[src/rtl/lc3_pkg.sv]
// Shared types and helpers for the LC-3 writeback slice: widths, condition codes
// and the result-entry record carried from the ALU/load paths to the register file.
package lc3_pkg;
  localparam int DATA_W = 16;
  localparam int REG_AW = 3;
  localparam int NREG   = 2 ** REG_AW;

  typedef struct packed {
    logic n;
    logic z;
    logic p;
  } nzp_t;

  localparam nzp_t NZP_RESET = nzp_t'(3'b010);

  typedef struct packed {
    logic [REG_AW-1:0] dr;
    logic [DATA_W-1:0] data;
    logic              setcc;
  } wb_entry_t;

  typedef enum logic {
    SKID_EMPTY = 1'b0,
    SKID_FULL  = 1'b1
  } skid_state_t;

  function automatic nzp_t nzp_of(input logic [DATA_W-1:0] data);
    logic signed [DATA_W-1:0] sdata;
    nzp_t                     r;
    sdata = data;
    r     = '0;
    if (sdata < 0)       r.n = 1'b1;
    else if (sdata == 0) r.z = 1'b1;
    else                 r.p = 1'b1;
    return r;
  endfunction
endpackage

[src/rtl/lc3_writeback_if.sv]
// Result/issue handshakes into the writeback stage and its register-file write port.
interface lc3_writeback_if;
  import lc3_pkg::*;

  logic              alu_valid;
  logic              alu_ready;
  logic [REG_AW-1:0] alu_dr;
  logic [DATA_W-1:0] alu_data;
  logic              alu_setcc;
  logic              mem_valid;
  logic              mem_ready;
  logic [REG_AW-1:0] mem_dr;
  logic [DATA_W-1:0] mem_data;
  logic              mem_setcc;
  logic              issue_valid;
  logic [REG_AW-1:0] issue_dr;
  logic              wr;
  logic [REG_AW-1:0] dr;
  logic [DATA_W-1:0] din;
  nzp_t              nzp;
  logic [NREG-1:0]   busy;
  logic              err;

  modport master (
    output alu_valid, alu_dr, alu_data, alu_setcc,
    output mem_valid, mem_dr, mem_data, mem_setcc,
    output issue_valid, issue_dr,
    input  alu_ready, mem_ready, wr, dr, din, nzp, busy, err
  );

  modport slave (
    input  alu_valid, alu_dr, alu_data, alu_setcc,
    input  mem_valid, mem_dr, mem_data, mem_setcc,
    input  issue_valid, issue_dr,
    output alu_ready, mem_ready, wr, dr, din, nzp, busy, err
  );
endinterface

[src/rtl/wb_skid_buf.sv]
// Single-entry skid holding the ALU result displaced by a same-cycle load;
// it always drains on the cycle after capture.
module wb_skid_buf
  import lc3_pkg::*;
(
  input  logic      clock,
  input  logic      reset,
  input  logic      cap,
  input  wb_entry_t cap_entry,
  output logic      full,
  output wb_entry_t entry
);
  skid_state_t state;

  always_ff @(posedge clock or posedge reset) begin
    if (reset) begin
      state <= SKID_EMPTY;
    end else begin
      case (state)
        SKID_EMPTY: if (cap) state <= SKID_FULL;
        SKID_FULL:  state <= SKID_EMPTY;
        default:    state <= SKID_EMPTY;
      endcase
    end
  end

  // Payload is not reset: it is only ever read while state is FULL.
  always_ff @(posedge clock) begin
    if (cap && state == SKID_EMPTY) entry <= cap_entry;
  end

  assign full = (state == SKID_FULL);
endmodule

[src/rtl/lc3_writeback.sv]
// LC-3 writeback: merges ALU and load results into one registered register-file
// write port, maintains NZP, and tracks pending destinations in a busy scoreboard.
module lc3_writeback
  import lc3_pkg::*;
(
  input logic           clock,
  input logic           reset,
  lc3_writeback_if.slave wb
);
  logic      skid_full;
  wb_entry_t skid_e;
  wb_entry_t alu_e;
  wb_entry_t mem_e;
  wb_entry_t sel_p0;
  logic      vld_p0;
  logic      ready_p0;
  logic      alu_acc;
  logic      mem_acc;

  logic              wr_p1;
  logic [REG_AW-1:0] dr_p1;
  logic [DATA_W-1:0] din_p1;
  nzp_t              nzp_q;
  logic [NREG-1:0]   busy_q;
  logic              err_q;

  logic [NREG-1:0] set_mask;
  logic [NREG-1:0] clr_mask;
  logic            issue_err;
  logic            acc_err;

  assign ready_p0     = ~reset & ~skid_full;
  assign wb.alu_ready = ready_p0;
  assign wb.mem_ready = ready_p0;
  assign alu_acc      = wb.alu_valid & ready_p0;
  assign mem_acc      = wb.mem_valid & ready_p0;

  assign alu_e = '{dr: wb.alu_dr, data: wb.alu_data, setcc: wb.alu_setcc};
  assign mem_e = '{dr: wb.mem_dr, data: wb.mem_data, setcc: wb.mem_setcc};

  wb_skid_buf u_skid (
    .clock     (clock),
    .reset     (reset),
    .cap       (alu_acc & mem_acc),
    .cap_entry (alu_e),
    .full      (skid_full),
    .entry     (skid_e)
  );

  // Stage p0: fixed-priority select skid > load > ALU
  always_comb begin
    vld_p0 = 1'b0;
    sel_p0 = skid_e;
    if (skid_full) begin
      vld_p0 = 1'b1;
    end else if (mem_acc) begin
      vld_p0 = 1'b1;
      sel_p0 = mem_e;
    end else if (alu_acc) begin
      vld_p0 = 1'b1;
      sel_p0 = alu_e;
    end
  end

  always_comb begin
    set_mask  = wb.issue_valid ? (NREG'(1) << wb.issue_dr) : '0;
    clr_mask  = wr_p1 ? (NREG'(1) << dr_p1) : '0;
    issue_err = wb.issue_valid & busy_q[wb.issue_dr] & ~clr_mask[wb.issue_dr];
    acc_err   = (alu_acc & ~busy_q[wb.alu_dr]) | (mem_acc & ~busy_q[wb.mem_dr]);
  end

  // Stage p1: register-file write port, condition codes and scoreboard
  always_ff @(posedge clock or posedge reset) begin
    if (reset) begin
      wr_p1  <= 1'b0;
      dr_p1  <= '0;
      din_p1 <= '0;
      nzp_q  <= NZP_RESET;
      busy_q <= '0;
      err_q  <= 1'b0;
    end else begin
      wr_p1 <= vld_p0;
      if (vld_p0) begin
        dr_p1  <= sel_p0.dr;
        din_p1 <= sel_p0.data;
        if (sel_p0.setcc) nzp_q <= nzp_of(sel_p0.data);
      end
      // Set is applied after clear so a same-cycle re-issue keeps the bit.
      busy_q <= (busy_q & ~clr_mask) | set_mask;
      if (issue_err | acc_err) err_q <= 1'b1;
    end
  end

  assign wb.wr   = wr_p1;
  assign wb.dr   = dr_p1;
  assign wb.din  = din_p1;
  assign wb.nzp  = nzp_q;
  assign wb.busy = busy_q;
  assign wb.err  = err_q;
endmodule

[src/flat_wrapper.sv]
// flat-port wrapper written by rule: the top's interface ports become plain ports
module lc3_writeback_flat import lc3_pkg::*;
  (clock, reset, wb_alu_valid, wb_alu_dr, wb_alu_data, wb_alu_setcc, wb_mem_valid, wb_mem_dr, wb_mem_data, wb_mem_setcc, wb_issue_valid, wb_issue_dr, wb_alu_ready, wb_mem_ready, wb_wr, wb_dr, wb_din, wb_nzp, wb_busy, wb_err);
  lc3_writeback_if wb_i ();
  input logic clock;
  input logic reset;
  input wire logic [$bits(wb_i.alu_valid)-1:0] wb_alu_valid;
  input wire logic [$bits(wb_i.alu_dr)-1:0] wb_alu_dr;
  input wire logic [$bits(wb_i.alu_data)-1:0] wb_alu_data;
  input wire logic [$bits(wb_i.alu_setcc)-1:0] wb_alu_setcc;
  input wire logic [$bits(wb_i.mem_valid)-1:0] wb_mem_valid;
  input wire logic [$bits(wb_i.mem_dr)-1:0] wb_mem_dr;
  input wire logic [$bits(wb_i.mem_data)-1:0] wb_mem_data;
  input wire logic [$bits(wb_i.mem_setcc)-1:0] wb_mem_setcc;
  input wire logic [$bits(wb_i.issue_valid)-1:0] wb_issue_valid;
  input wire logic [$bits(wb_i.issue_dr)-1:0] wb_issue_dr;
  output wire logic [$bits(wb_i.alu_ready)-1:0] wb_alu_ready;
  output wire logic [$bits(wb_i.mem_ready)-1:0] wb_mem_ready;
  output wire logic [$bits(wb_i.wr)-1:0] wb_wr;
  output wire logic [$bits(wb_i.dr)-1:0] wb_dr;
  output wire logic [$bits(wb_i.din)-1:0] wb_din;
  output wire logic [$bits(wb_i.nzp)-1:0] wb_nzp;
  output wire logic [$bits(wb_i.busy)-1:0] wb_busy;
  output wire logic [$bits(wb_i.err)-1:0] wb_err;
  assign wb_i.alu_valid = wb_alu_valid;
  assign wb_i.alu_dr = wb_alu_dr;
  assign wb_i.alu_data = wb_alu_data;
  assign wb_i.alu_setcc = wb_alu_setcc;
  assign wb_i.mem_valid = wb_mem_valid;
  assign wb_i.mem_dr = wb_mem_dr;
  assign wb_i.mem_data = wb_mem_data;
  assign wb_i.mem_setcc = wb_mem_setcc;
  assign wb_i.issue_valid = wb_issue_valid;
  assign wb_i.issue_dr = wb_issue_dr;
  assign wb_alu_ready = wb_i.alu_ready;
  assign wb_mem_ready = wb_i.mem_ready;
  assign wb_wr = wb_i.wr;
  assign wb_dr = wb_i.dr;
  assign wb_din = wb_i.din;
  assign wb_nzp = wb_i.nzp;
  assign wb_busy = wb_i.busy;
  assign wb_err = wb_i.err;
  lc3_writeback u_core (.clock(clock), .reset(reset), .wb(wb_i));
endmodule
[config.mk]
export PLATFORM = sky130hd
export DESIGN_NAME = lc3_writeback_flat
export DESIGN_NICKNAME = d
export VERILOG_FILES = /design/src/rtl/lc3_pkg.sv /design/src/rtl/lc3_writeback_if.sv /design/src/rtl/wb_skid_buf.sv /design/src/rtl/lc3_writeback.sv /design/src/flat_wrapper.sv
export SDC_FILE = /design/constraint.sdc
export NUM_CORES = 1
export LEC_CHECK = 0
export BUFFER_PORTS_ARGS = -buffer_cell sky130_fd_sc_hd__buf_2
export CAP_MARGIN = 20
export CORE_MARGIN = 3
export CORE_UTILIZATION = 45
export DETAILED_ROUTE_END_ITERATION = 10
export GPL_TIMING_DRIVEN = 0
export PLACE_DENSITY = 0.8
export SYNTH_ARGS = -nofsm -noshare
export SYNTH_HDL_FRONTEND = slang
export SYNTH_SLANG_ARGS = --single-unit
[constraint.sdc]
create_clock -name clock -period 2.6 [get_ports clock]
set_input_delay 0.13 -clock clock [delete_from_list [all_inputs] [get_ports clock]]
set_output_delay 0.13 -clock clock [all_outputs]
set_load 0.1 [all_outputs]
==> run metrics <==
Vias/cell 5.986; endpoints failing setup 0; Residual DRC 0; min-delay src wb_alu_data[0]; FF+latch area 1428 sq um; Die Y 84.53 microns; CORE AREA 5743 sq um; WL final 7829 microns; share of layout cells above drive strength 1 0.2803; number of diodes 0; Mapped Area 2775 sq um; Required @ worst endpoint 2470 ps; Num CTS Buffers 5; GRT Total Usage 0.2258; CP max FO 11; Seq/Total Area, Yosys 0.5144; async set or reset register ratio after synthesis 0.6226; vias 2652; Antenna Violating Nets Remaining 0; worst-margin pin slew 666.9 ps; Pwr per Cell Area 850.1 nW/um^2; number of flops mapped to enable cells by yosys 20; largest net degree at the start of global routing 22; I/O Pins 82; most frequent cells in the layout 84 x buf_2, 34 x nand2_1, 32 x dfrtp_1, 26 x o21ai_0; Clk pin slew, worst setup/hold paths 90 ps; reg-to-reg startpoint u_core.u_skid.full; Final Net Count 418; P&R area growth vs syn 23.53%; Yosys cell types 51; worst r2r path cells 8; Max-slew headroom 0.5549; syn_nets 329; minimum clock period 2511 ps; Fillers 505; die area 7145 sq um; Port-buffer cells 80; min-delay worst type input port to flip-flop; flops & latches, synth 53; outcome completed; setup TNS 0 ps; vias in the first global route 2602; Worst R2R Setup Slack 140 ps; commonest non-fill, non-tap cell in the layout buf_2; drt pass-1 iters 5; Worst Setup Path Type input port to primary output; CTS tree built; CTS H-Tree Depth 2; mean routed wirelength per cell 17.67 microns; Max Cap Viol 0; Hold Path Stages 1; Max Root-Sink Buffers 2; hold slack 10.99 ps; width of the die 84.53 microns; post-route design area 3428 sq um; capturing point of the worst reg2reg path u_core.wb.nzp[0]; most frequent CP cell buf_2; row cnt 27; Max Fclk 398.2 MHz; worst path arrival time 2380 ps; Hold EP u_core.u_skid.entry[1]; cell leakage power 0.001451 uW; slack of the critical path 88.63 ps; HPWL Detailed 5876 microns; VDD IR max 0.5119 mV; multi-input logic area 1249 sq um; Synth Area per Inst 9.876 sq um; Gate Count Post-Synth 281; CP Launch Type input port; Crit. End Element primary output; critical-path cell list dlygate4sd3_1 > buf_2 > or2_1 > clkbuf_1 > inv_2 > buf_2 > buf_2 > buf_4 > buf_2; Max stage delay on crit path 530 ps; period utilization 0.9659; Slowest cell on crit path dlygate4sd3_1; Synth Flop Type dfrtp_1; final setup skew 2.619 ps; Initial Utilization 0.4832; global-route wire length before repair 13110 microns; Post-DP Area 3293 sq um; initial DRC count 302; Slew Limit Fails 0; Placer Congestion 0.9062; CTS Root Cell clkbuf_8; RSZ-0062 raised after global routing no; clock latency on the worst-skew pair 300 ps; Crit. Startpoint reset; Synth warnings 0; clk sinks 53; pre-CTS setup slack -94.23 ps; Congestion Overflow GR 0; Hold Fails Final Rpt 0; initial antenna violation count 0
kinds of logic after synthesis:
| logic type | synth area share |
|---|---|
| compound gates | 0.2209 |
| flops | 0.5144 |
| buf+inv | 0.03832 |
| mux | 0.05501 |
| simple gates | 0.1682 |
| xor+xnor | 0.003157 |
state kept, by name, indices dropped and copies added, names as in the netlist:
register	cells
u_core.u_skid.entry	20
u_core.wb.dr	3
u_core.wb.wr	1
u_core.wb.busy	8
u_core.wb.err	1
u_core.wb.nzp	3
u_core.wb.din	16
u_core.u_skid.full	1
worst max-delay path by stage:
stage | endpoint | slack, ps | cells past startpoint
floorplan | u_core.u_skid.entry[0] | 40 | 6
global placement | u_core.u_skid.entry[5] | -60 | 6
detailed placement | u_core.u_skid.entry[5] | -90 | 6
CTS | wb_mem_ready | 140 | 9
global route | u_core.wb.nzp[0] | 3 | 8
finish | wb_mem_ready | 90 | 9
worst max-delay path: cells and delay by family:
family        cells  cell delay (ps)
buf+inv           8             2050
simple gates      1              200
synthesized netlist by cell type (2+ instances only):
cell type  number  area [sq um]
o21ai_1        10         50.05
a21oi_1        17         85.08
nor2_1         20         75.07
nor2b_1         5         31.28
nand2b_1        6         37.54
clkbuf_1       14         52.55
or2_1           4         25.02
mux4_2          5         112.6
a32o_1          2         20.02
a22oi_1         7         52.55
a31oi_1         3         18.77
nor3b_1         5         37.54
mux2i_1         4         40.04
o41ai_1         3         26.28
dfrtp_1        32         800.8
nor4_1          3         18.77
o31ai_1        10         75.07
a21o_1          2         15.01
buf_2           4         20.02
o22ai_1         5         31.28
o32ai_1         2         17.52
nor3_1          4         20.02
o22a_1          3         26.28
and2_1          2         12.51
o21ai_0        26         130.1
edfxtp_1       20         600.6
nand2_1        34         127.6
inv_1           6         22.52
cell type report:
cell class / instances / area share
Clock inverter: 1 / 0.008759
Tap cell: 72 / 0.02628
Inverter: 7 / 0.007664
Clock buffer: 7 / 0.02518
Timing Repair Buffer: 82 / 0.1277
Multi-Input combinational cell: 202 / 0.3642
Buffer: 19 / 0.02372
Sequential cell: 53 / 0.4164
metal layers:
layer	track usage	wire length [microns]	up-vias	part of all wire
met4	0.06043	78	0	0.010
met5	0	0	-	0
met1	0.3176	3267	1256	0.42
li1	-	-	1224	-
met2	0.3509	3721	166	0.48
met3	0.05496	761	6	0.097
through the flow:
| stage | instances | util | total power, uW |
|---|---|---|---|
| finish | 443 | 0.5970 | 2914 |
| global route | 443 | 0.5970 | 3036 |
| CTS | 443 | 0.5956 | 2923 |
| detailed placement | 434 | 0.5734 | 2343 |
| global placement | 433 | 0.5686 | 2328 |
| floorplan | 281 | - | 2077 |
power breakdown:
part,leakage [uW],internal [uW],switching (uW)
clock network,0.0000585,314,268
registers,0.000573,975,100
logic,0.000820,257,1000
repair_timing:
item | 4_1_cts | 5_1_grt
gates resized for setup | 1 | 3
buffers inserted | 0 | 0
hold buffers | 1 | 0
endpoints found under the hold margin | 12 | 0
setup endpoints to repair | 20 | 8
(Power assumes the default switching activity.)
